==> src/rtl/rv_imm_pkg.sv <==
// rv_imm_pkg
//   Shared types and constants for the RISC-V immediate generator.
//   - imm_fmt_t  : decoded instruction format as it leaves the block
//   - OP_*       : major opcodes (instr[6:0]) that carry or imply an immediate
//   - imm_beat_t : one decoded beat sized for the widest configuration
//                  (64-bit immediate, 8-bit tag); narrower builds pack an
//                  exactly-sized payload instead of carrying unused bits
package rv_imm_pkg;

  typedef enum logic [2:0] {
    FMT_R   = 3'd0,
    FMT_I   = 3'd1,
    FMT_ISH = 3'd2,
    FMT_S   = 3'd3,
    FMT_B   = 3'd4,
    FMT_U   = 3'd5,
    FMT_J   = 3'd6,
    FMT_ILL = 3'd7
  } imm_fmt_t;

  localparam logic [6:0] OP_LOAD   = 7'b0000011;
  localparam logic [6:0] OP_IMM    = 7'b0010011;
  localparam logic [6:0] OP_STORE  = 7'b0100011;
  localparam logic [6:0] OP_BRANCH = 7'b1100011;
  localparam logic [6:0] OP_LUI    = 7'b0110111;
  localparam logic [6:0] OP_AUIPC  = 7'b0010111;
  localparam logic [6:0] OP_JAL    = 7'b1101111;
  localparam logic [6:0] OP_JALR   = 7'b1100111;
  localparam logic [6:0] OP_SYSTEM = 7'b1110011;
  localparam logic [6:0] OP_REG    = 7'b0110011;

  localparam int MAX_XLEN  = 64;
  localparam int MAX_TAG_W = 8;

  typedef struct packed {
    logic [MAX_XLEN-1:0]  imm;
    imm_fmt_t             fmt;
    logic [MAX_TAG_W-1:0] tag;
  } imm_beat_t;

endpackage

==> src/rtl/valid_ready_skid.sv <==
// valid_ready_skid
//   Two-entry valid/ready pipeline stage: a registered output slot plus a
//   skid slot that catches the beat accepted while the consumer stalls.
//   in_ready is registered (it is simply "skid empty"), so the upstream
//   ready path never sees the downstream out_ready combinationally.
//   Ports:
//     clk, rst_n          clock, async active-low reset (clears both slots)
//     in_valid/in_ready   upstream handshake
//     in_data [W]         upstream payload
//     out_valid/out_ready downstream handshake
//     out_data [W]        downstream payload (stable while stalled)
module valid_ready_skid #(
  parameter int W = 8
) (
  input  logic         clk,
  input  logic         rst_n,
  input  logic         in_valid,
  output logic         in_ready,
  input  logic [W-1:0] in_data,
  output logic         out_valid,
  input  logic         out_ready,
  output logic [W-1:0] out_data
);

  logic         out_valid_q;
  logic [W-1:0] out_data_q;
  logic         skid_valid_q;
  logic [W-1:0] skid_data_q;

  logic accept;
  logic load_out;

  assign in_ready = ~skid_valid_q;
  assign accept   = in_valid & in_ready;
  // The output slot may take a new beat whenever it is free or draining.
  assign load_out = ~out_valid_q | out_ready;

  // Skid has priority over the input when the output slot frees up; the
  // input cannot be accepted in that cycle anyway because in_ready is low.
  always_ff @(posedge clk or negedge rst_n) begin
    if (!rst_n) begin
      out_valid_q  <= 1'b0;
      out_data_q   <= '0;
      skid_valid_q <= 1'b0;
      skid_data_q  <= '0;
    end else if (load_out) begin
      if (skid_valid_q) begin
        out_valid_q  <= 1'b1;
        out_data_q   <= skid_data_q;
        skid_valid_q <= 1'b0;
      end else begin
        out_valid_q <= accept;
        if (accept) begin
          out_data_q <= in_data;
        end
      end
    end else if (accept) begin
      skid_valid_q <= 1'b1;
      skid_data_q  <= in_data;
    end
  end

  assign out_valid = out_valid_q;
  assign out_data  = out_data_q;

endmodule

==> src/rtl/imm_gen_pipe.sv <==
// imm_gen_pipe
//   Decodes the instruction format from the opcode and assembles the
//   immediate, extended to XLEN, then registers it through a two-entry
//   valid/ready stage. Decode is purely combinational ahead of the stage,
//   so both slots hold decoded fields rather than raw instruction words.
//   Parameters: XLEN (32 or 64), TAG_W (sideband tag width)
//   Ports:
//     clk, rst_n           clock, async active-low reset
//     in_valid/in_ready    instruction stream handshake
//     in_instr [32]        raw instruction word
//     in_tag [TAG_W]       opaque sideband, passed through unchanged
//     out_valid/out_ready  decoded stream handshake
//     out_imm [XLEN]       assembled, extended immediate (0 for R/ILL)
//     out_fmt              decoded format (imm_fmt_t)
//     out_tag [TAG_W]      tag of the beat
module imm_gen_pipe
  import rv_imm_pkg::*;
#(
  parameter int XLEN  = 32,
  parameter int TAG_W = 5
) (
  input  logic             clk,
  input  logic             rst_n,
  input  logic             in_valid,
  output logic             in_ready,
  input  logic [31:0]      in_instr,
  input  logic [TAG_W-1:0] in_tag,
  output logic             out_valid,
  input  logic             out_ready,
  output logic [XLEN-1:0]  out_imm,
  output imm_fmt_t         out_fmt,
  output logic [TAG_W-1:0] out_tag
);

  // RV64 shifts use a 6-bit shamt; RV32 only 5 bits.
  localparam int SHAMT_W = (XLEN == 64) ? 6 : 5;
  localparam int PAY_W   = XLEN + 3 + TAG_W;

  imm_fmt_t           dec_fmt;
  logic signed [31:0] raw32;
  logic [XLEN-1:0]    dec_imm;
  logic [PAY_W-1:0]   dec_payload;
  logic [PAY_W-1:0]   out_payload;

  // Format decode from the major opcode; OP-IMM splits on funct3 into
  // shifts (SLLI/SRLI/SRAI) and ordinary I-type immediates.
  always_comb begin
    dec_fmt = FMT_ILL;
    case (in_instr[6:0])
      OP_LOAD, OP_JALR, OP_SYSTEM: dec_fmt = FMT_I;
      OP_IMM:   dec_fmt = (in_instr[13:12] == 2'b01) ? FMT_ISH : FMT_I;
      OP_STORE:          dec_fmt = FMT_S;
      OP_BRANCH:         dec_fmt = FMT_B;
      OP_LUI, OP_AUIPC:  dec_fmt = FMT_U;
      OP_JAL:            dec_fmt = FMT_J;
      OP_REG:            dec_fmt = FMT_R;
      default:           dec_fmt = FMT_ILL;
    endcase
  end

  // Every signed format is first built as a sign-extended 32-bit value and
  // then widened with a signed cast, which covers U on RV64 as well.
  // Shifts bypass that path and zero-extend only the shamt, so funct7 bits
  // such as the SRAI selector never leak into the immediate.
  always_comb begin
    raw32   = '0;
    dec_imm = '0;
    case (dec_fmt)
      FMT_I: raw32 = {{20{in_instr[31]}}, in_instr[31:20]};
      FMT_S: raw32 = {{20{in_instr[31]}}, in_instr[31:25], in_instr[11:7]};
      FMT_B: raw32 = {{20{in_instr[31]}}, in_instr[7], in_instr[30:25],
                      in_instr[11:8], 1'b0};
      FMT_U: raw32 = {in_instr[31:12], 12'b0};
      FMT_J: raw32 = {{12{in_instr[31]}}, in_instr[19:12], in_instr[20],
                      in_instr[30:21], 1'b0};
      default: raw32 = '0;
    endcase
    if (dec_fmt == FMT_ISH) begin
      dec_imm[SHAMT_W-1:0] = in_instr[20 +: SHAMT_W];
    end else begin
      dec_imm = XLEN'(raw32);
    end
  end

  assign dec_payload = {dec_imm, dec_fmt, in_tag};

  valid_ready_skid #(
    .W(PAY_W)
  ) u_skid (
    .clk       (clk),
    .rst_n     (rst_n),
    .in_valid  (in_valid),
    .in_ready  (in_ready),
    .in_data   (dec_payload),
    .out_valid (out_valid),
    .out_ready (out_ready),
    .out_data  (out_payload)
  );

  assign out_imm = out_payload[PAY_W-1 -: XLEN];
  assign out_fmt = imm_fmt_t'(out_payload[TAG_W +: 3]);
  assign out_tag = out_payload[TAG_W-1:0];

endmodule

==> config.mk <==
export PLATFORM = sky130hd
export DESIGN_NAME = imm_gen_pipe
export DESIGN_NICKNAME = d
export VERILOG_FILES = /design/src/rtl/rv_imm_pkg.sv /design/src/rtl/valid_ready_skid.sv /design/src/rtl/imm_gen_pipe.sv
export SDC_FILE = /design/constraint.sdc
export NUM_CORES = 1
export LEC_CHECK = 0
export BUFFER_PORTS_ARGS = -buffer_cell sky130_fd_sc_hd__clkbuf_2
export CAP_MARGIN = 15
export CORE_MARGIN = 2
export CORE_UTILIZATION = 56
export DETAILED_ROUTE_END_ITERATION = 8
export GPL_TIMING_DRIVEN = 0
export MAX_ROUTING_LAYER = met4
export PLACE_DENSITY = 0.8
export SYNTH_ARGS = -nofsm -noshare
export SYNTH_HDL_FRONTEND = slang
export SYNTH_HIERARCHICAL = 1
export SYNTH_SLANG_ARGS = --single-unit
export TNS_END_PERCENT = 1
==> constraint.sdc <==
create_clock -name clk -period 1.8 [get_ports clk]
set_clock_uncertainty 0.2 [all_clocks]
set_input_delay 0.18 -clock clk [delete_from_list [all_inputs] [get_ports clk]]
set_output_delay 0.18 -clock clk [all_outputs]
set_load 0.05 [all_outputs]
== Word level (Yosys, flattened, before mapping) ==
Index checks and enable logic that the tools add are counted.
Word-level totals
  logic and storage cells: 42
  flip-flop bits (word level): 82
  output and inout bits: 42
  bits of input ports: 41
Cells by class
  equality and inequality tests: 17
  reductions and logical operators: 6
  multiplexer cells: 10
  bitwise logic cells: 5
Operators with widths (count)
  32-bit case mux with 5 select lines: 1
  40-bit two-way mux: 2
  7-bit equality test (second input constant): 4
  27-bit two-way mux: 1
  7-bit by 6-bit equality test with 1-bit output (second input constant): 3
  3-bit case mux with 7 select lines: 1
  7-bit by 5-bit equality test with 1-bit output (second input constant): 2
  3-bit equality test (second input constant): 3
  7-bit by 2-bit equality test with 1-bit output (second input constant): 1
  3-bit by 2-bit equality test with 1-bit output (second input constant): 2
  5-bit two-way mux: 1
  2-bit AND reduction: 2
  2-bit nonzero test: 2
  3-bit by 1-bit equality test with 1-bit output (second input constant): 1
  1-bit two-way mux: 3
  1-bit NOT: 3
  3-bit OR reduction: 1
  2-bit by 1-bit equality test with 1-bit output (second input constant): 1
  2-bit two-way mux: 1
  2-bit OR reduction: 1
  1-bit AND: 1
  1-bit OR: 1

== Logic depth before layout (Yosys ltp) ==
Gate-level depths: netlist (run 1).
  depth after elaboration: 8
  gate-level depth with buffers: 8
  gate-level depth less buffers: 6

== By module ==
The synthesis (run 1) kept the hierarchy.
Modules (own cells, without submodules)
  valid_ready_skid: area an instance 3540.9 um2, cells each 222, times used 1, seq. area each 2052.0 um2
  imm_gen_pipe: area an instance 872.1 um2, cells each 132, times used 1, seq. area each 0.0 um2

== Least setup slack after synthesis (run 1) ==
OpenSTA, ideal clock, no wires.
  kind: in2reg
  start point: input in_instr[6]
  end point: register u_skid.out_data_q[30], in the netlist u_skid/out_data[30]
  library setup time: 125 ps
  setup slack: -158 ps
  arrival time: 1634 ps
  stages: 8
  data required time: 1475 ps
  buffers on the path: 2
  path through: buf_2 > and4bb_2 > and3_4 > buf_2 > a21oi_1 > o21ai_1 > mux2_2 > mux2_2
On the way
  word-level cells in the longest chain between the ends: 8
  elaborated cells on any way between the ends: 23
  those cells by class: eq/ne (16); mux (5); reduce/logical (2)
RTL lines
  from (decl): line imm_gen_pipe.sv:26  | input logic [31:0] in_instr,
  7-bit by 2-bit equality test with 1-bit output (tied with other cells): line imm_gen_pipe.sv:49  | case (in_instr[6:0])
  3-bit OR reduction / 2-bit OR reduction (equally long branches): line imm_gen_pipe.sv:49
  3-bit case mux with 7 select lines (*): line imm_gen_pipe.sv:49
  3-bit equality test (tied with other cells): line imm_gen_pipe.sv:68  | case (dec_fmt)
  32-bit case mux with 5 select lines: line imm_gen_pipe.sv:68
  27-bit two-way mux (*): line imm_gen_pipe.sv:78  | if (dec_fmt == FMT_ISH) begin
  via dec_imm[22]: line imm_gen_pipe.sv:41  | logic [XLEN-1:0] dec_imm;
  40-bit two-way mux (*): line valid_ready_skid.sv:53  | if (accept) begin
  40-bit two-way mux (*): line valid_ready_skid.sv:47  | if (skid_valid_q) begin
  to (signal assigned): line valid_ready_skid.sv:49  | out_data_q <= skid_data_q;
  to (signal assigned): line valid_ready_skid.sv:54  | out_data_q <= in_data;
  to (decl): line valid_ready_skid.sv:26  | logic [W-1:0] out_data_q;
Mark *: on every way through the listed nets, which the timed path passes. The rest lies on a longest branch. The select of a mux whose other input is x is not followed.
A chain may end at the register's enable or synchronous reset.

== Worst setup path in the final report (run 1) ==
  start point: input in_instr[2]
  end point: register u_skid.out_data_q[5], in the netlist u_skid/out_data[5]
On the way
  word-level cells in the longest chain between the ends: 5
  elaborated cells on any way between the ends: 15
  those cells by class: eq/ne (10); mux (3); reduce/logical (2)
RTL lines
  7-bit by 2-bit equality test with 1-bit output (tied with other cells): line imm_gen_pipe.sv:49
  3-bit OR reduction / 2-bit OR reduction (equally long branches): line imm_gen_pipe.sv:49
  3-bit case mux with 7 select lines (*): line imm_gen_pipe.sv:49
  via dec_fmt[0]: line imm_gen_pipe.sv:39  | imm_fmt_t dec_fmt;
  40-bit two-way mux (*): line valid_ready_skid.sv:53
  40-bit two-way mux (*): line valid_ready_skid.sv:47
Marks and branches as above.

==> results of run 1 <==
layer usage:
| layer | routed length [um] | share of wire | vias up | global-route usage |
|---|---|---|---|---|
| met2 | 4730 | 0.49 | 87 | 0.378 |
| met3 | 523 | 0.054 | 13 | 0.0415 |
| li1 | - | - | 1507 | - |
| met5 | 0 | 0 | - | - |
| met1 | 4270 | 0.44 | 1603 | 0.326 |
| met4 | 146 | 0.015 | 0 | 0.0699 |
power groups by stage:
stage	clock network (mW)	logic (mW)	registers, mW
after global routing	1.32	1.03	2.06
after floorplan	0	0.412	2.32
after global placement	0	0.897	2.07
after detailed placement	0	0.929	2.08
after CTS	1.24	0.959	2.05
final	1.21	0.968	2.05
state kept, by name, summed over array words and instances (netlist names):
register	flops
u_skid/out_data	40
u_skid/skid_data_q	40
u_skid/out_valid	1
u_skid/skid_valid_q	1
worst reg2reg max path, cell delays in order (launching register included):
cell	delay [ps]
dfrtp_1	360
buf_2	180
nor3b_4	290
buf_4	260
mux2_1	360
metrics by stage:
step	std cells	setup TNS, ps	power [mW]
2_1_floorplan	354	-4350	2.73
3_3_place_gp	536	-53760	2.97
3_5_place_dp	537	-18380	3.01
4_1_cts	565	-12.5	4.24
5_1_grt	568	-564	4.41
6_report	568	-22.1	4.22
how the worst min path moves through the flow:
| stage | to | slack, ps | depth (start not counted) |
|---|---|---|---|
| 6_report | u_skid/skid_data_q[24] | 20 | 4 |
| 5_1_grt | u_skid/skid_data_q[24] | 20 | 4 |
| 4_1_cts | u_skid/skid_data_q[24] | 9 | 4 |
| 3_5_place_dp | u_skid/out_data[24] | -110 | 1 |
| 3_3_place_gp | u_skid/out_valid | 210 | 3 |
| 2_1_floorplan | u_skid/out_data[0] | -320 | 0 |
placed cells by master (no fill, tap or decap), drive strengths merged, types with 2 or more instances in the layout:
| cell type | instances |
|---|---|
| a21oi | 23 |
| nand2 | 22 |
| dfrtp | 82 |
| and4 | 2 |
| inv | 6 |
| and4bb | 2 |
| nor2 | 6 |
| and3 | 2 |
| clkbuf | 93 |
| dlygate4sd3 | 11 |
| clkinvlp | 4 |
| buf | 27 |
| nand4b | 2 |
| o21ai | 32 |
| nand3 | 2 |
| mux2 | 120 |
| nand2b | 2 |
| nor3 | 3 |
| a32oi | 4 |
| nor2b | 3 |
| nand3b | 2 |
layout make-up:
type	count	area [um2]
multi-input cells	243	2220
well taps	102	128
clock inverters	6	50.0
plain buffers	25	216
clock buffers	10	128
repair buffers	96	577
inverters	4	15.0
fillers	566	2300
flip-flops and latches	82	2050
what timing repair did:
item / CTS / global route
setup buffers: 0 / 3
endpoints found under the hold margin: 92 / 0
gates resized for setup: 10 / 17
cloned: 1 / 0
endpoints found under the setup margin: 68 / 46
pin swaps: 2 / 2
hold buffers: 11 / 0
cell families after synthesis:
group	count (synthesis)	share of synthesized area
and+or+nand+nor	54	0.0819
DFF	82	0.465
buffers and inverters	29	0.0420
AOI/OAI and AO/OA	68	0.103
muxes	120	0.306
xor gates and xnor gates	1	0.00199
==> results.tsv, run 1 <==
stage	metric	value	unit
worst_setup_path	crit_slowest_cell	mux2_2	
worst_setup_path	start_kind	input pin	
floorplanning	rows	32	
floorplanning	num_io_pins	83	
synth	post-synth-top-count-cell	mux2_2	
clock_network	clockBufferDepth	2	
worst_setup_path	crit_path_start	in_instr[2]	
route	drt-total-wl	9.68	mm
worst_setup_path	arrival	1860	ps
synth	ys_async_sr_fraction	1.00	
final_layout	layout.nets	502	
outcome	violations	setup timing	
worst_hold_path	min_from	in_instr[16]	
worst_setup_path	path_max_fanout	5	
timing	period_minus_slack	1820	ps
placed_design	place_congestion	0.904	
synth	syn_nets	395	
timing	fin_ws	-22.1	ps
timing	clock.fmax	0.549	GHz
synth	ys_seq_elements	82	
timing	slew_violations	0	
synth	post-synth-top-area-cell	dfrtp_1	
grt	gr-total-overflow	0	
clock_network	clk_pin_slew	90	ps
floorplanning	die_h	92.8	um
pwr	intPower	2.87	mW
worst_setup_path	crit_buf_inv	3	
pwr	peakVddDrop	0.000636	V
clock_network	numCtsBuffers	9	
synth	synth_area_per_cell	12.5	um2
route	drt-initial-drc-count	120	
clock_network	cts_tree	built	
route	drt_first_pass_iters	5	
synth	synth_common_cells	mux2_2 (117), dfrtp_1 (82), a21oi_1 (22)	
clock_network	cts.htree.levels	3	
worst_setup_path	reg2reg_depth	4	
synth	synth_area	4410	um2
grt	antenna_found_initial	0	
worst_setup_path	end_kind	register	
pwr	seq_power_share	0.485	
worst_setup_path	crit_type	in -> reg	
synth	postSynthCellCount	354	
placed_design	port-buffer-count	80	
synth	synth_seq_area_share	0.465	
route	detail-route-antenna-nets	0	
clock_network	clock_latency	350	ps
worst_setup_path	cp.depth	9	
worst_setup_path	crit_end	u_skid/out_data[5]	
job	maxCapViolCount	0	
synth	yosysWarnings	6	
timing	max-slew-margin-rel	0.685	
pwr	comb_power_share	0.229	
worst_setup_path	r2r-start	u_skid/skid_valid_q	
placed_design	dpl_cell_area	4980	um2
synth	yosysTopAreaCellShare	0.465	
floorplanning	die_x	92.8	um
outcome	status	finished with violations	
grt	grt_max_degree	69	
grt	first_global_vias	3183	
worst_setup_path	cp_common_cell	mux2_2	
final_layout	utilization	0.701	
route	drc_errors	0	
timing	whs	17.3	ps
pwr	power.switching	1.35	mW
floorplanning	dieArea	8610	um2
placed_design	dpl_worst_slack	-465	ps
final_layout	diodes	0	
pwr	sw_frac_of_total	0.321	
timing	tightest_slew	472	ps
pwr	p_per_area	783	nW/um2
pwr	p_leak	2.60	nW
timing	rsz0062_at_grt	yes	
worst_setup_path	worstReg2RegEnd	u_skid/skid_data_q[4]	
grt	grtUsageTotal	0.241	
timing	final-hold-violation-count	0	
pwr	pwr-share-clk	0.286	
final_layout	syn2layout_area_growth	22.1	%
clock_network	cts_root_buf	clkbuf_8	
worst_hold_path	min_path_type	in -> reg	
worst_setup_path	crit_chain	clkbuf_2, xor2_1, and4_1, a31oi_4, buf_4, buf_6, nand3b_1, mux2_2, mux2_2	
synth	synth_enable_flop_cells	0	
route	via_per_inst	5.65	
clock_network	cts_sinks	82	
route	num_vias	3210	
timing	fin_crit_sh	1.01	
worst_setup_path	cp.required	1840	ps
floorplanning	core	7690	um2
worst_setup_path	r2r_setup_slack	40	ps
timing	setup_viol	1	
floorplanning	initial_utilization	0.574	
synth	synth_area_leaders	dfrtp_1 (46%), mux2_2 (30%), a21oi_1 (2.5%), o21ai_1 (2.3%), buf_4 (2.2%)	
final_layout	drive_gt1_frac	0.594	
synth	yosysUniqueCellTypes	49	
worst_setup_path	critPathTopFamily	multiplexers	
final_layout	final_cell_area	5390	um2
placed_design	dp_hpwl	7.10	mm
worst_setup_path	slowest_delay	290	ps
synth	synth_flop_cell	dfrtp_1	
grt	grt_first_pass_wirelength	15.8	mm
route	wire_per_inst	17.0	um
No activity file was read; power rests on OpenSTA's default activity.
==> inputs of run 2 (changes only) <==
CELL_PAD_IN_SITES_DETAIL_PLACEMENT = 1   (was unset)
CELL_PAD_IN_SITES_GLOBAL_PLACEMENT = 1   (was unset)
CORE_UTILIZATION = 45   (was 56)
PLACE_DENSITY = unset   (was 0.8)
PLACE_DENSITY_LB_ADDON = 0.1   (was unset)
==> run 2 against run 1 <==
The run now ends clean. Worst hold slack improved by 1.8 ps. Register-to-register slack got worse by 30 ps. Design area rose by 4.2%. Flip-flop and latch count did not move. Total power rose by 2.9%. Core utilization fell by 12 points. Critical path depth did not move. Die area rose by 23%. Via count rose by 1.9%. Count of clock-buffer cells in the layout did not move. Critical path type unchanged. Largest cell class unchanged.
==> results.tsv, run 2 (synthesis results as in run 1) <==
stage	metric	value	unit
placed_design	dpl_cell_area	5020	um2
timing	period_minus_slack	1800	ps
clock_network	cts_root_buf	clkbuf_8	
final_layout	final_cell_area	5620	um2
worst_hold_path	hold_end	u_skid/skid_data_q[12]	
grt	antenna_found_initial	0	
route	drt-total-wl	11.3	mm
worst_setup_path	start_kind	input pin	
route	num_vias	3272	
pwr	p_per_area	772	nW/um2
route	via_per_inst	5.42	
pwr	sw_frac_of_total	0.309	
timing	rsz0062_at_grt	yes	
worst_hold_path	hold-path-cell-count	4	
pwr	pwr-share-clk	0.295	
clock_network	clk_pin_slew	80	ps
final_layout	diodes	0	
clock_network	clockBufferDepth	2	
grt	grtUsageTotal	0.223	
clock_network	clock_latency	360	ps
worst_setup_path	path_max_fanout	7	
clock_network	numCtsBuffers	9	
grt	grt_first_pass_wirelength	17.3	mm
worst_hold_path	min_path_type	in -> reg	
final_layout	drive_gt1_frac	0.622	
floorplanning	num_io_pins	83	
floorplanning	initial_utilization	0.458	
worst_setup_path	r2r-start	u_skid/skid_valid_q	
route	drt-initial-drc-count	59	
floorplanning	die_x	103	um
pwr	intPower	3.00	mW
pwr	seq_power_share	0.472	
final_layout	final_common_cell	mux2_2	
timing	max-slew-margin-rel	0.688	
worst_setup_path	end_kind	register	
final_layout	layout.nets	510	
worst_setup_path	arrival	1840	ps
pwr	peakVddDrop	0.000426	V
route	detail-route-antenna-nets	0	
worst_setup_path	cp.required	1850	ps
worst_setup_path	worstReg2RegEnd	u_skid/skid_data_q[17]	
timing	final-hold-violation-count	0	
worst_setup_path	reg2reg_depth	5	
floorplanning	rows	36	
grt	grt_max_degree	64	
route	drt_first_pass_iters	4	
final_layout	n_fill_cell	1047	
route	drc_errors	0	
floorplanning	dieArea	10600	um2
timing	fin_tns_setup	0	ps
outcome	status	complete, no violations	
timing	setup_viol	0	
job	maxCapViolCount	0	
clock_network	cts_sinks	82	
grt	first_global_vias	3359	
pwr	comb_power_share	0.233	
clock_network	cts.htree.levels	3	
pwr	power.switching	1.34	mW
timing	slew_violations	0	
worst_hold_path	min_from	in_instr[11]	
grt	gr-total-overflow	0	
worst_setup_path	r2r_setup_slack	10	ps
placed_design	port-buffer-count	80	
floorplanning	die_h	103	um
final_layout	final_cell_mix	mux2_2 (115), dfrtp_1 (82), clkbuf_2 (75)	
timing	fin_crit_sh	0.997	
worst_setup_path	crit_type	in -> reg	
placed_design	place_congestion	0.856	
placed_design	dp_hpwl	7.95	mm
timing	clock.fmax	0.557	GHz
floorplanning	core	9640	um2
timing	tightest_slew	468	ps
clock_network	cts_tree	built	
pwr	p_leak	2.71	nW
final_layout	syn2layout_area_growth	27.3	%
route	wire_per_inst	18.7	um
run 2: area by class of cell:
class,instances,area [um2],area share
sequential,82,2050,0.365
timing repair buffer,104,689,0.123
clock buffer,10,128,0.0227
tap,133,166,0.0296
inverter,4,15.0,0.00267
buffer,25,243,0.0432
multi-input combinational,243,2280,0.406
clock inverter,3,43.8,0.00780
run 2: how the worst max path moves through the flow:
| stage | start | to | depth (start not counted) |
|---|---|---|---|
| 2_1_floorplan | in_instr[5] | u_skid/out_data[29] | 8 |
| 3_3_place_gp | rst_n | u_skid/out_data[29] | 1 |
| 3_5_place_dp | in_instr[0] | u_skid/out_data[31] | 8 |
| 4_1_cts | u_skid/skid_valid_q | u_skid/skid_data_q[30] | 4 |
| 5_1_grt | u_skid/skid_valid_q | u_skid/skid_data_q[10] | 5 |
| 6_report | in_instr[2] | u_skid/out_data[5] | 9 |
run 2: timing repair:
item	4_1_cts	5_1_grt
hold endpoints to repair	98	0
gates resized for setup	10	53
pin swaps	1	4
gates cloned	1	2
hold buffers	13	0
buffers inserted	2	5
setup endpoints to repair	71	81
run 2: per-stage QoR:
| step | util | total power, mW | std cells | hold slack, ps | setup WS [ps] |
|---|---|---|---|---|---|
| after floorplan | - | 2.73 | 354 | -316 | -98.6 |
| after global placement | 0.518 | 2.99 | 567 | 213 | -575 |
| after detailed placement | 0.521 | 3.02 | 568 | -67.5 | -546 |
| after CTS | 0.558 | 4.33 | 597 | 9.52 | -71.9 |
| after global routing | 0.583 | 4.52 | 604 | 27.1 | -56.6 |
| final | 0.583 | 4.34 | 604 | 19.1 | 4.61 |
run 2: critical path: stages:
cell      delay (ps)
buf_2            150
xor2_1           170
and4_4           200
a31oi_4          180
buf_8            170
buf_8            120
nand3b_1         120
mux2_4           290
mux2_2           260
run 2: power by group through the flow:
| stage | clock [mW] | sequential (mW) | combinational, mW |
|---|---|---|---|
| CTS | 1.31 | 2.05 | 0.970 |
| detailed placement | 0 | 2.09 | 0.936 |
| global route | 1.38 | 2.07 | 1.08 |
| finish | 1.28 | 2.05 | 1.01 |
| floorplan | 0 | 2.32 | 0.412 |
| global placement | 0 | 2.07 | 0.915 |
run 2: layer usage:
metal,wire [um],track usage,up-vias
met1,5180,0.294,1663
met5,0,-,-
met4,136,0.0820,0
li1,-,-,1527
met2,5620,0.351,68
met3,343,0.0312,14
